### src/rtl/shabal_host_if.sv
// shabal_host_if: 16-bit host handshake responder for the Shabal core.
// Packs host halfwords into a 512-bit block and serves the 256-bit digest back as halfwords.
module shabal_host_if #(
    parameter int IOW        = 16,
    parameter int WW         = 32,
    parameter int BLK_WORDS  = 16,
    parameter int DIG_HALVES = 16
) (
    input  logic                      clk,
    input  logic                      rst,
    input  logic                      init,
    input  logic                      load,
    input  logic                      fetch,
    input  logic [IOW-1:0]            idata,
    output logic                      ack,
    output logic [IOW-1:0]            odata,
    output logic                      core_init,
    output logic [WW*BLK_WORDS-1:0]   blk_data,
    output logic                      blk_valid,
    input  logic                      blk_ready,
    input  logic [IOW*DIG_HALVES-1:0] dig_data,
    input  logic                      dig_valid
);
    localparam int WB = $clog2(BLK_WORDS);
    localparam int RB = $clog2(DIG_HALVES);
    typedef enum logic [1:0] {IDLE, FILL, FULL, READ} state_t;
    state_t                    state_q, state_d;
    logic                      ack_q, ack_d, core_init_q, core_init_d, blk_valid_q, blk_valid_d;
    logic                      half_q, half_d;
    logic [WB-1:0]             word_q, word_d;
    logic [RB-1:0]             rd_q, rd_d, rd_base;
    logic [IOW-1:0]            odata_q, odata_d;
    logic [WW*BLK_WORDS-1:0]   blk_q, blk_d;
    logic                      fetch_go, ld_acc;
    // Outside READ a concurrent load in FILL beats the fetch.
    assign fetch_go = fetch & dig_valid & (state_q != IDLE) & ~(load & (state_q == FILL));
    assign ld_acc   = load & ~ack_q & (state_q == FILL);
    assign rd_base  = (state_q == READ) ? rd_q : '0;
    always_comb begin
        state_d     = state_q;
        ack_d       = 1'b0;
        core_init_d = 1'b0;
        odata_d     = odata_q;
        blk_valid_d = blk_valid_q & ~blk_ready;
        half_d      = half_q;
        word_d      = word_q;
        rd_d        = rd_q;
        blk_d       = blk_q;
        if (init) begin
            state_d     = FILL;
            core_init_d = 1'b1;
            half_d      = 1'b0;
            word_d      = '0;
            rd_d        = '0;
            blk_valid_d = 1'b0;
        end else if (fetch_go) begin
            state_d = READ;
            rd_d    = rd_base;
            if (!ack_q) begin
                ack_d   = 1'b1;
                odata_d = dig_data[rd_base*IOW +: IOW];
                rd_d    = rd_base + 1'b1;
            end
        end else if (ld_acc) begin
            ack_d                         = 1'b1;
            blk_d[{word_q, half_q}*IOW +: IOW] = idata;
            half_d                        = ~half_q;
            word_d                        = half_q ? word_q + 1'b1 : word_q;
            state_d                       = (half_q && word_q == WB'(BLK_WORDS-1)) ? FULL : FILL;
            blk_valid_d                   = half_q && word_q == WB'(BLK_WORDS-1);
        end else if (state_q == FULL && blk_valid_q && blk_ready) begin
            state_d = FILL;
        end
    end
    always_ff @(posedge clk or posedge rst) begin
        if (rst) begin
            state_q     <= IDLE;
            ack_q       <= 1'b0;
            core_init_q <= 1'b0;
            odata_q     <= '0;
            blk_valid_q <= 1'b0;
            half_q      <= 1'b0;
            word_q      <= '0;
            rd_q        <= '0;
            blk_q       <= '0;
        end else begin
            state_q     <= state_d;
            ack_q       <= ack_d;
            core_init_q <= core_init_d;
            odata_q     <= odata_d;
            blk_valid_q <= blk_valid_d;
            half_q      <= half_d;
            word_q      <= word_d;
            rd_q        <= rd_d;
            blk_q       <= blk_d;
        end
    end
    assign ack       = ack_q;
    assign odata     = odata_q;
    assign core_init = core_init_q;
    assign blk_valid = blk_valid_q;
    assign blk_data  = blk_q;
endmodule

### config.mk
export PLATFORM = sky130hd
export DESIGN_NAME = shabal_host_if
export DESIGN_NICKNAME = d
export VERILOG_FILES = /design/src/rtl/shabal_host_if.sv
export SDC_FILE = /design/constraint.sdc
export NUM_CORES = 1
export LEC_CHECK = 0
export CAP_MARGIN = 20
export CORE_AREA = 2 2 315 317
export CTS_BUF_LIST = sky130_fd_sc_hd__clkbuf_16
export DETAILED_ROUTE_END_ITERATION = 16
export DIE_AREA = 0 0 317 319
export PLACE_DENSITY = 0.55
export REMOVE_ABC_BUFFERS = 1
export SLEW_MARGIN = 0
export SYNTH_ARGS = -nofsm -noshare
export SYNTH_HDL_FRONTEND = slang
export SYNTH_SLANG_ARGS = --single-unit
### constraint.sdc
create_clock -name clk -period 26.6 [get_ports clk]
set_input_delay 6.65 -clock clk [delete_from_list [all_inputs] [get_ports clk]]
set_output_delay 6.65 -clock clk [all_outputs]
set_load 0.005 [all_outputs]
==> flow_summary.ini, run 1 <==
[sta]
setup_slack_ns = 17.10
fin_skew_ns = 0.0380
slew_violations = 0
min_period_over_period_pct = 35.7
hold_viol = 0
period_minus_slack_ns = 9.50
fmax_mhz = 105
tightest_slew_ns = 1.08
hold_slack_ns = 0.470
relSlewSlack_pct = 28.2
timing.setup.tns_ns = 0
setup_violations = 0
rsz0062_at_grt = false

[clocking]
cts_resized = 0
post_cts_buffers = 0
cts_buffers = 60
clk_latency_ns = 0.65
cts_tree = yes
htreeDepth = 2
max-clock-path-buffers = 3
cts_root_buffer = clkbuf_16
path_clk_slew_ns = 0.06
ctsHoldBuffers = 0
clock_sinks = 542

[cells_and_area]
final_common_cell = clkdlybuf4s50_1
multiInputGateArea_sq_um = 9000
num-fill-cells = 10100
fin_cells = 4444
register_area_sq_um = 13600
layout_common_cells = 805 x clkdlybuf4s50_1, 641 x nand2_1, 540 x dfrtp_1, 311 x o21ai_0, 202 x o31ai_1
finalInstanceArea_sq_um = 34700
layout-drive-gt1-share_pct = 7.71
area_delta_synth_final_pct = 48.7
finalNetCount = 3389

[floorplan]
die_h_um = 319
die_x_um = 317
rows = 115
die-area_sq_um = 101000
core-area_sq_um = 97700
start_util_pct = 23.9
io_pins = 810

[critical_path]
timing.critical_path.cells = clkdlybuf4s50_1, inv_8, buf_4, buf_4, buf_4
slowest_stage = buf_4
path_max_fanout = 108
cp.required_ns = 27.14
cp-end-kind = asynchronous set/reset pin
cpMostUsedCell = buf_4
critical_path.max_stage_delay_ns = 0.82
worstSetupStartpointType = input pin
reg2regPathDepth = 7
crit_arrival_ns = 10.04
path_class = in2async

[drt]
drc_errors = 0
final_antenna_net_count = 0
dr_total_vias = 21000
wl_per_cell_um = 24.4
routed_wirelength_um = 108000
drt_iter0_drc = 1545
vias_per_cell = 4.72
dr.pass1.iters = 5

[placement]
dp_hpwl_um = 79300
dpl.cell_count = 4329
io_buffers = 809
dp_slack_ns = 16.13
routabilityCongestion = 0.813
placed_area_sq_um = 32800

[yosys]
seq_area_frac_synth_pct = 58.2
async_flop_share_pct = 100
synth_edf_count = 0
ys_ff_latch = 542
syn-cell-area_sq_um = 23300
synth_warnings = 0
yosysUniqueCellTypes = 54
synth_cells = 2380
post_synth.cell_area_avg_sq_um = 9.80
ys.flop_type = dfrtp_1

[global_route]
overflow = 0
grt_start_max_net_pins = 109
globalRouteTotalUtil_pct = 20.8
grt_first_pass_wirelength_um = 152000
grt_pass1_vias = 20700
antenna_found_initial = 11

[worst_hold_path]
whs_path_depth = 2
hold_class = reg2reg

[power_and_ir_drop]
worst_ir_drop_vdd_uv = 45.6
leakagePower_nw = 13.9
power_density_nw_per_um2 = 55.5

[run_status]
outcome = complete, no violations

[run]
maxCapViolCount = 0
[final cells by class]
| type | instances | share of cell area [%] |
|---|---|---|
| diodes | 7 | 0.0505 |
| clock inverters | 46 | 1.01 |
| repair buffers | 871 | 24.7 |
| clock buffers | 61 | 4.40 |
| well taps | 1287 | 4.64 |
| inverters | 8 | 0.108 |
| flip-flops and latches | 542 | 39.1 |
| multi-input cells | 1622 | 26.0 |
[per-layer routing]
layer | vias up | share of wire [%] | track usage, %
li1 | 9808 | - | -
met4 | 0 | 2.9 | 6.59
met3 | 146 | 6.9 | 4.77
met2 | 744 | 49 | 35.7
met1 | 10300 | 41 | 25.6
met5 | - | 0 | 0
[cells in the mapped netlist (6+ instances only)]
cell | n | area (sq um)
a21oi_1 | 38 | 190
a221o_1 | 15 | 150
a221oi_1 | 33 | 289
a22oi_1 | 17 | 128
a32oi_1 | 6 | 52.6
and2_1 | 13 | 81.3
buf_1 | 11 | 41.3
buf_2 | 18 | 90.1
clkbuf_1 | 177 | 664
dfrtp_1 | 542 | 13600
inv_1 | 7 | 26.3
mux2_2 | 64 | 721
mux2i_1 | 33 | 330
nand2_1 | 642 | 2410
nand2b_1 | 6 | 37.5
nand3_1 | 55 | 275
nand4_1 | 12 | 75.1
nor2_1 | 80 | 300
o211ai_1 | 29 | 218
o21ai_0 | 312 | 1560
o21ai_1 | 6 | 30.0
o31ai_1 | 202 | 1520
[worst max-delay path: cells and delay by family]
family	cells	cell delay [ns]
buffers and inverters	5	3.27
[path summary, 6_finish.rpt]
| check | slack [ns] | to | start |
|---|---|---|---|
| max | 17.10 | rd_q[0]$_DFFE_PP0N_ | rst |
| max in group clk | 17.27 | blk_data[496]$_DFFE_PP0P_ | load |
| max reg2reg | 21.78 | blk_data[475]$_DFFE_PP0P_ | half_q$_DFFE_PP0P_ |
| min reg2reg | 0.47 | odata[12]$_DFFE_PP0P_ | odata[12]$_DFFE_PP0P_ |
| min in group asynchronous | 6.55 | blk_data[160]$_DFFE_PP0P_ | rst |
| min | 0.47 | odata[12]$_DFFE_PP0P_ | odata[12]$_DFFE_PP0P_ |
[logic make-up (layout without fill, tap and decap cells)]
| logic type | Yosys count | count (layout) | share of synthesized area [%] |
|---|---|---|---|
| AND/OR/NAND/NOR | 846 | 846 | 15.1 |
| AO/OA/AOI/OAI | 667 | 667 | 18.1 |
| flip-flops | 542 | 542 | 58.2 |
| buffers and inverters | 216 | 986 | 3.61 |
| multiplexers | 97 | 97 | 4.51 |
| XOR/XNOR | 7 | 7 | 0.263 |
| adder cells (fa/ha/maj) | 5 | 5 | 0.268 |
| other | 0 | 7 | 0 |
[metrics by stage]
stage                     util, %  power [W]
final                        35.5    0.00193
after global routing         35.5    0.00200
after CTS                    35.5    0.00195
after detailed placement     33.5    0.00114
after global placement       33.5    0.00113
after floorplan                 -   0.000961
[state kept, by name (all words and copies together), names as in the netlist]
signal / flops
ack: 1
blk_data: 512
blk_valid: 1
core_init: 1
half_q: 1
odata: 16
rd_q: 4
state_q: 2
word_q: 4
[power by group]
| group | switching [W] | total [W] | internal, W |
|---|---|---|---|
| Sequential | 0.0000122 | 0.000854 | 0.000841 |
| Combinational | 0.000164 | 0.000260 | 0.0000953 |
| Clock | 0.000359 | 0.000812 | 0.000453 |
No activity file was read; power rests on OpenSTA's default activity.
==> run 2, diff against run 1 <==
==> constraint.sdc (replaced) <==
create_clock -name clk -period 9.7 [get_ports clk]
set_input_delay 2.425 -clock clk [delete_from_list [all_inputs] [get_ports clk]]
set_output_delay 2.425 -clock clk [all_outputs]
set_load 0.005 [all_outputs]
==> run 2 against run 1 <==
Compared with the run above:
- final cell count is 0.23% higher
- flip-flop and latch count stayed put
- first-iteration DRC count is 8.0% lower
- combinational power grew to 2.7 times the previous value
- critical path depth is 2 higher
- core utilization is 0.21 points higher
- via count hardly changed
- largest power group is now clock
- cell area is 0.59% higher
- sequential share of layout area is 0.23 points lower
- worst hold slack better by 0.0022 ns
- non-clock buffer count is 2 lower
- critical path type is now in2reg
- total power grew to 2.9 times the previous value
==> flow_summary.ini, run 2 (synthesis gave the netlist of run 1 again) <==
[placement]
dp_hpwl_um = 79400
routabilityCongestion = 0.831
io_buffers = 809

[clocking]
cts_root_buffer = clkbuf_16
clk_latency_ns = 0.62
max-clock-path-buffers = 3
clock_sinks = 542
path_clk_slew_ns = 0.06
cts_resized = 0
ctsHoldBuffers = 0
cts_tree = yes
post_cts_buffers = 0
htreeDepth = 3
cts_buffers = 67

[global_route]
antenna_found_initial = 11
grt_pass1_vias = 21000
grt_start_max_net_pins = 151
use_met3_pct = 5.27
grt_busiest_layer = met2
grt_use_met2_pct = 36.2
overflow = 0
globalRouteTotalUtil_pct = 21.1
grtUsageMet1_pct = 25.3
grt_first_pass_wirelength_um = 154000

[power_and_ir_drop]
leakagePower_nw = 14.0
switchingPower_w = 0.00150
p_int_w = 0.00400
power_frac_comb_pct = 12.9
worst_ir_drop_vdd_uv = 103
total_power_w = 0.00550
p_seq_share_pct = 42.6
power_density_nw_per_um2 = 158
switching_share_pct = 27.3
p_clk_share_pct = 44.6

[floorplan]
core-area_sq_um = 97700
die_x_um = 317
rows = 115
start_util_pct = 23.9
io_pins = 810
die-area_sq_um = 101000
die_h_um = 319

[run_status]
outcome = complete, no violations

[critical_path]
path_class = in2reg
path_max_fanout = 16
crit_arrival_ns = 5.41
timing.critical_path.cells = clkdlybuf4s50_1, nand4bb_1, buf_4, nor3_2, nand3b_1, nor2_2, mux2_2
cp.required_ns = 10.19
reg2reg_from = half_q$_DFFE_PP0P_
worstSetupStartpointType = input pin
critical_path.max_stage_delay_ns = 0.80
cp-end-kind = flop
crit_start = load
slowest_stage = nor2_2

[drt]
wl_per_cell_um = 24.4
final_antenna_net_count = 0
drt_iter0_drc = 1421
drc_errors = 0
dr_total_vias = 21000
routed_wirelength_um = 109000
vias_per_cell = 4.70
dr.pass1.iters = 5

[cells_and_area]
layout_common_cells = 805 x clkdlybuf4s50_1, 641 x nand2_1, 540 x dfrtp_1, 311 x o21ai_0, 202 x o31ai_1
layout-drive-gt1-share_pct = 7.69
final_common_cell = clkdlybuf4s50_1
area_delta_synth_final_pct = 49.6
num-fill-cells = 10000
largest_reg_flops = 512
finalNetCount = 3394

[worst_hold_path]
hold_class = reg2reg
min-delay-start = blk_data[69]$_DFFE_PP0P_

[sta]
relSlewSlack_pct = 26.9
timing.setup.tns_ns = 0
period_minus_slack_ns = 4.91
setup_violations = 0
fin_skew_ns = 0.0277
slew_violations = 0
hold_viol = 0
min_period_over_period_pct = 50.7
rsz0062_at_grt = false
fmax_mhz = 203
hold_slack_ns = 0.472
tightest_slew_ns = 1.10

[run]
maxCapViolCount = 0
==> run 2: cell types whose count changed in the layout (fill, tap and decap cells not counted), moves of 3 or more <==
| cell | previous run | this run |
|---|---|---|
| buf_4 | 61 | 58 |
| clkbuf_16 | 61 | 70 |
| clkinv_1 | 17 | 13 |
| clkinv_2 | 12 | 6 |
| inv_1 | 14 | 27 |
==> run 2: worst paths after layout <==
path	to	slack, ns	depth (start not counted)
max	blk_data[498]$_DFFE_PP0P_	4.79	7
min	blk_data[69]$_DFFE_PP0P_	0.47	2
max reg2reg	blk_data[498]$_DFFE_PP0P_	5.10	7
min reg2reg	blk_data[69]$_DFFE_PP0P_	0.47	2
max in group asynchronous	blk_data[356]$_DFFE_PP0P_	5.37	4
min in group asynchronous	blk_data[256]$_DFFE_PP0P_	2.38	2
==> run 2: routing by layer <==
metal  up-vias  routed length (um)
li1       9822                   -
met1     10200               44300
met2       729               53400
met3       156                7130
met4         2                3750
met5         -                   8
==> run 2: power by group through the flow <==
stage | Combinational, W | Sequential [W] | Clock (W)
CTS | 0.000730 | 0.00234 | 0.00252
global placement | 0.000725 | 0.00238 | 0
floorplan | 0.000252 | 0.00238 | 0
global route | 0.000768 | 0.00235 | 0.00260
detailed placement | 0.000729 | 0.00238 | 0
finish | 0.000709 | 0.00234 | 0.00245
==> run 2: layout make-up <==
| class | count | area (sq um) | share of cell area (%) |
|---|---|---|---|
| flip-flops and latches | 542 | 13600 | 38.9 |
| multi-input cells | 1622 | 9000 | 25.8 |
| repair buffers | 869 | 8540 | 24.5 |
| clock buffers | 70 | 1750 | 5.02 |
| well taps | 1287 | 1610 | 4.62 |
| clock inverters | 48 | 345 | 0.990 |
| inverters | 8 | 37.5 | 0.108 |
| diodes | 8 | 20.0 | 0.0574 |
==> run 2: worst max-delay path, delay by kind of cell <==
family                 cells  cell delay [ns]
AND/OR/NAND/NOR            4             1.83
buffers and inverters      2             0.69
multiplexers               1             0.42
==> run 2: through the flow <==
stage,std cells,util (%),instance area [sq um],setup WS [ns]
3_5_place_dp,4328,33.5,32800,4.12
6_report,4454,35.7,34900,4.79
5_1_grt,4452,35.7,34900,4.68
4_1_cts,4446,35.7,34900,4.79
3_3_place_gp,4327,33.5,32700,4.18
2_1_floorplan,2172,-,22500,-7.88
==> run 3, diff against run 2 <==
==> constraint.sdc (replaced) <==
create_clock -name clk -period 4.9 [get_ports clk]
set_input_delay 1.225 -clock clk [delete_from_list [all_inputs] [get_ports clk]]
set_output_delay 1.225 -clock clk [all_outputs]
set_load 0.005 [all_outputs]
==> run 3 against run 2 <==
Compared with the run above:
- global-route usage grew 0.49 points
- clock-buffer cell count down 2
- critical path depth unchanged
- critical path type is now reg2reg
- setup slack got worse by 3.9 ns
- final cell count grew 0.31%
- flip-flop and latch count is the same
- sequential power increased by 98%
- largest cell class unchanged
- worst hold slack better by 0.0010 ns
- cell area rose by 0.80%
- non-clock buffer count grew 19
- die area unchanged
==> flow_summary.ini, run 3 (synthesis gave the netlist of run 1 again) <==
[placement]
dp_slack_ns = 0.764
io_buffers = 809
dp_hpwl_um = 81100
dpl.cell_count = 4346
routabilityCongestion = 0.833

[critical_path]
timing.critical_path.cells = clkinv_1, ha_1, nand2b_2, nor4_1, nand4_1, buf_4, o31ai_1
cp-end-kind = flop
critical_path.max_stage_delay_ns = 0.61
path_class = reg2reg
crit_buf_inv = 2
slowest_stage = nor4_1
path_max_fanout = 26
cp.required_ns = 5.41
crit_arrival_ns = 4.49
crit_family = simple AND/OR/NAND/NOR gates
worstSetupStartpointType = flop

[power_and_ir_drop]
total_power_w = 0.0111
p_seq_share_pct = 41.8
p_clk_share_pct = 45.1
switchingPower_w = 0.00311
p_int_w = 0.00797
power_density_nw_per_um2 = 315
worst_ir_drop_vdd_uv = 219
leakagePower_nw = 14.1
switching_share_pct = 28.1
power_frac_comb_pct = 13.1

[drt]
dr.pass1.iters = 5
vias_per_cell = 4.77
wl_per_cell_um = 24.8
drt_iter0_drc = 1602
final_antenna_net_count = 0
routed_wirelength_um = 111000
drc_errors = 0
dr_total_vias = 21300

[clocking]
cts_buffers = 67
clock_sinks = 542
path_clk_slew_ns = 0.06
cts_tree = yes
cts_resized = 0
cts_root_buffer = clkbuf_16
htreeDepth = 3
post_cts_buffers = 0
ctsHoldBuffers = 0
max-clock-path-buffers = 3
clk_latency_ns = 0.64

[global_route]
globalRouteTotalUtil_pct = 21.5
grt_pass1_vias = 21300
grt_start_max_net_pins = 88
antenna_found_initial = 11
grt_first_pass_wirelength_um = 158000
overflow = 0

[sta]
fmax_mhz = 252
period_minus_slack_ns = 3.97
tightest_slew_ns = 1.08
setup_slack_ns = 0.926
rsz0062_at_grt = false
setup_violations = 0
slew_violations = 0
hold_viol = 0
min_period_over_period_pct = 81.1
relSlewSlack_pct = 28.0
fin_skew_ns = 0.0297
hold_slack_ns = 0.473

[floorplan]
die-area_sq_um = 101000
die_x_um = 317
io_pins = 810
die_h_um = 319
rows = 115
start_util_pct = 23.9
core-area_sq_um = 97700

[cells_and_area]
area_delta_synth_final_pct = 50.8
num-fill-cells = 9899
fin_cells = 4468
final_util_pct = 36.0
final_common_cell = clkdlybuf4s50_1
layout_common_cells = 805 x clkdlybuf4s50_1, 641 x nand2_1, 540 x dfrtp_1, 311 x o21ai_0, 202 x o31ai_1
finalNetCount = 3413
layout-drive-gt1-share_pct = 8.53
largest_reg_flops = 512

[worst_hold_path]
hold_class = reg2reg

[run_status]
outcome = complete, no violations

[run]
maxCapViolCount = 0
==> run 3: changes by cell type in the layout (fill, tap and decap cells not counted), sizes merged <==
cell and change:
buf +19, inv -7, clkinv +3, clkinvlp +3, diode -3, clkbuf -2, bufinv +1
==> run 3: stage by stage <==
step                cell area [sq um]  TNS [ns]
floorplan                       22500  -6219.69
global placement                32900         0
detailed placement              33000         0
CTS                             35100         0
global route                    35200         0
finish                          35200         0
==> run 3: cell type report <==
| type | instances | area [sq um] | area share (%) |
|---|---|---|---|
| Clock inverter | 48 | 473 | 1.35 |
| Clock buffer | 68 | 1700 | 4.84 |
| Sequential cell | 542 | 13600 | 38.6 |
| Multi-Input combinational cell | 1622 | 9000 | 25.6 |
| Tap cell | 1287 | 1610 | 4.58 |
| Antenna cell | 5 | 12.5 | 0.0356 |
| Inverter | 8 | 37.5 | 0.107 |
| Timing Repair Buffer | 888 | 8750 | 24.9 |
==> run 3: power by group through the flow <==
stage / Clock [W] / Combinational, W / Sequential [W]
3_3_place_gp: 0 / 0.00147 / 0.00471
5_1_grt: 0.00532 / 0.00157 / 0.00464
2_1_floorplan: 0 / 0.000499 / 0.00472
4_1_cts: 0.00512 / 0.00149 / 0.00463
3_5_place_dp: 0 / 0.00148 / 0.00471
6_report: 0.00500 / 0.00145 / 0.00463
==> run 3: metal layers <==
layer	global-route usage [%]	vias up	part of all wire (%)	wire, um
li1	-	9869	-	-
met1	26.7	10500	41	45900
met2	36.7	771	49	54300
met3	4.97	142	6.5	7220
met4	6.91	2	2.9	3210
met5	0	-	0.014	16
==> run 3: worst register-to-register path: stages, from the launching register on <==
cell and delay (ns):
dfrtp_1 0.54, clkinv_1 0.31, ha_1 0.59, nand2b_2 0.49, nor4_1 0.61, nand4_1 0.57
buf_4 0.45, o31ai_1 0.28
==> run 3: path summary, 6_finish.rpt <==
kind | from | to | slack, ns | depth (start not counted)
min reg2reg | blk_data[193]$_DFFE_PP0P_ | blk_data[193]$_DFFE_PP0P_ | 0.47 | 2
min | blk_data[193]$_DFFE_PP0P_ | blk_data[193]$_DFFE_PP0P_ | 0.47 | 2
max in group asynchronous | rst | blk_data[454]$_DFFE_PP0P_ | 2.82 | 3
min in group asynchronous | rst | blk_data[256]$_DFFE_PP0P_ | 1.12 | 2
max | half_q$_DFFE_PP0P_ | blk_data[234]$_DFFE_PP0P_ | 0.93 | 7
max reg2reg | half_q$_DFFE_PP0P_ | blk_data[234]$_DFFE_PP0P_ | 0.93 | 7
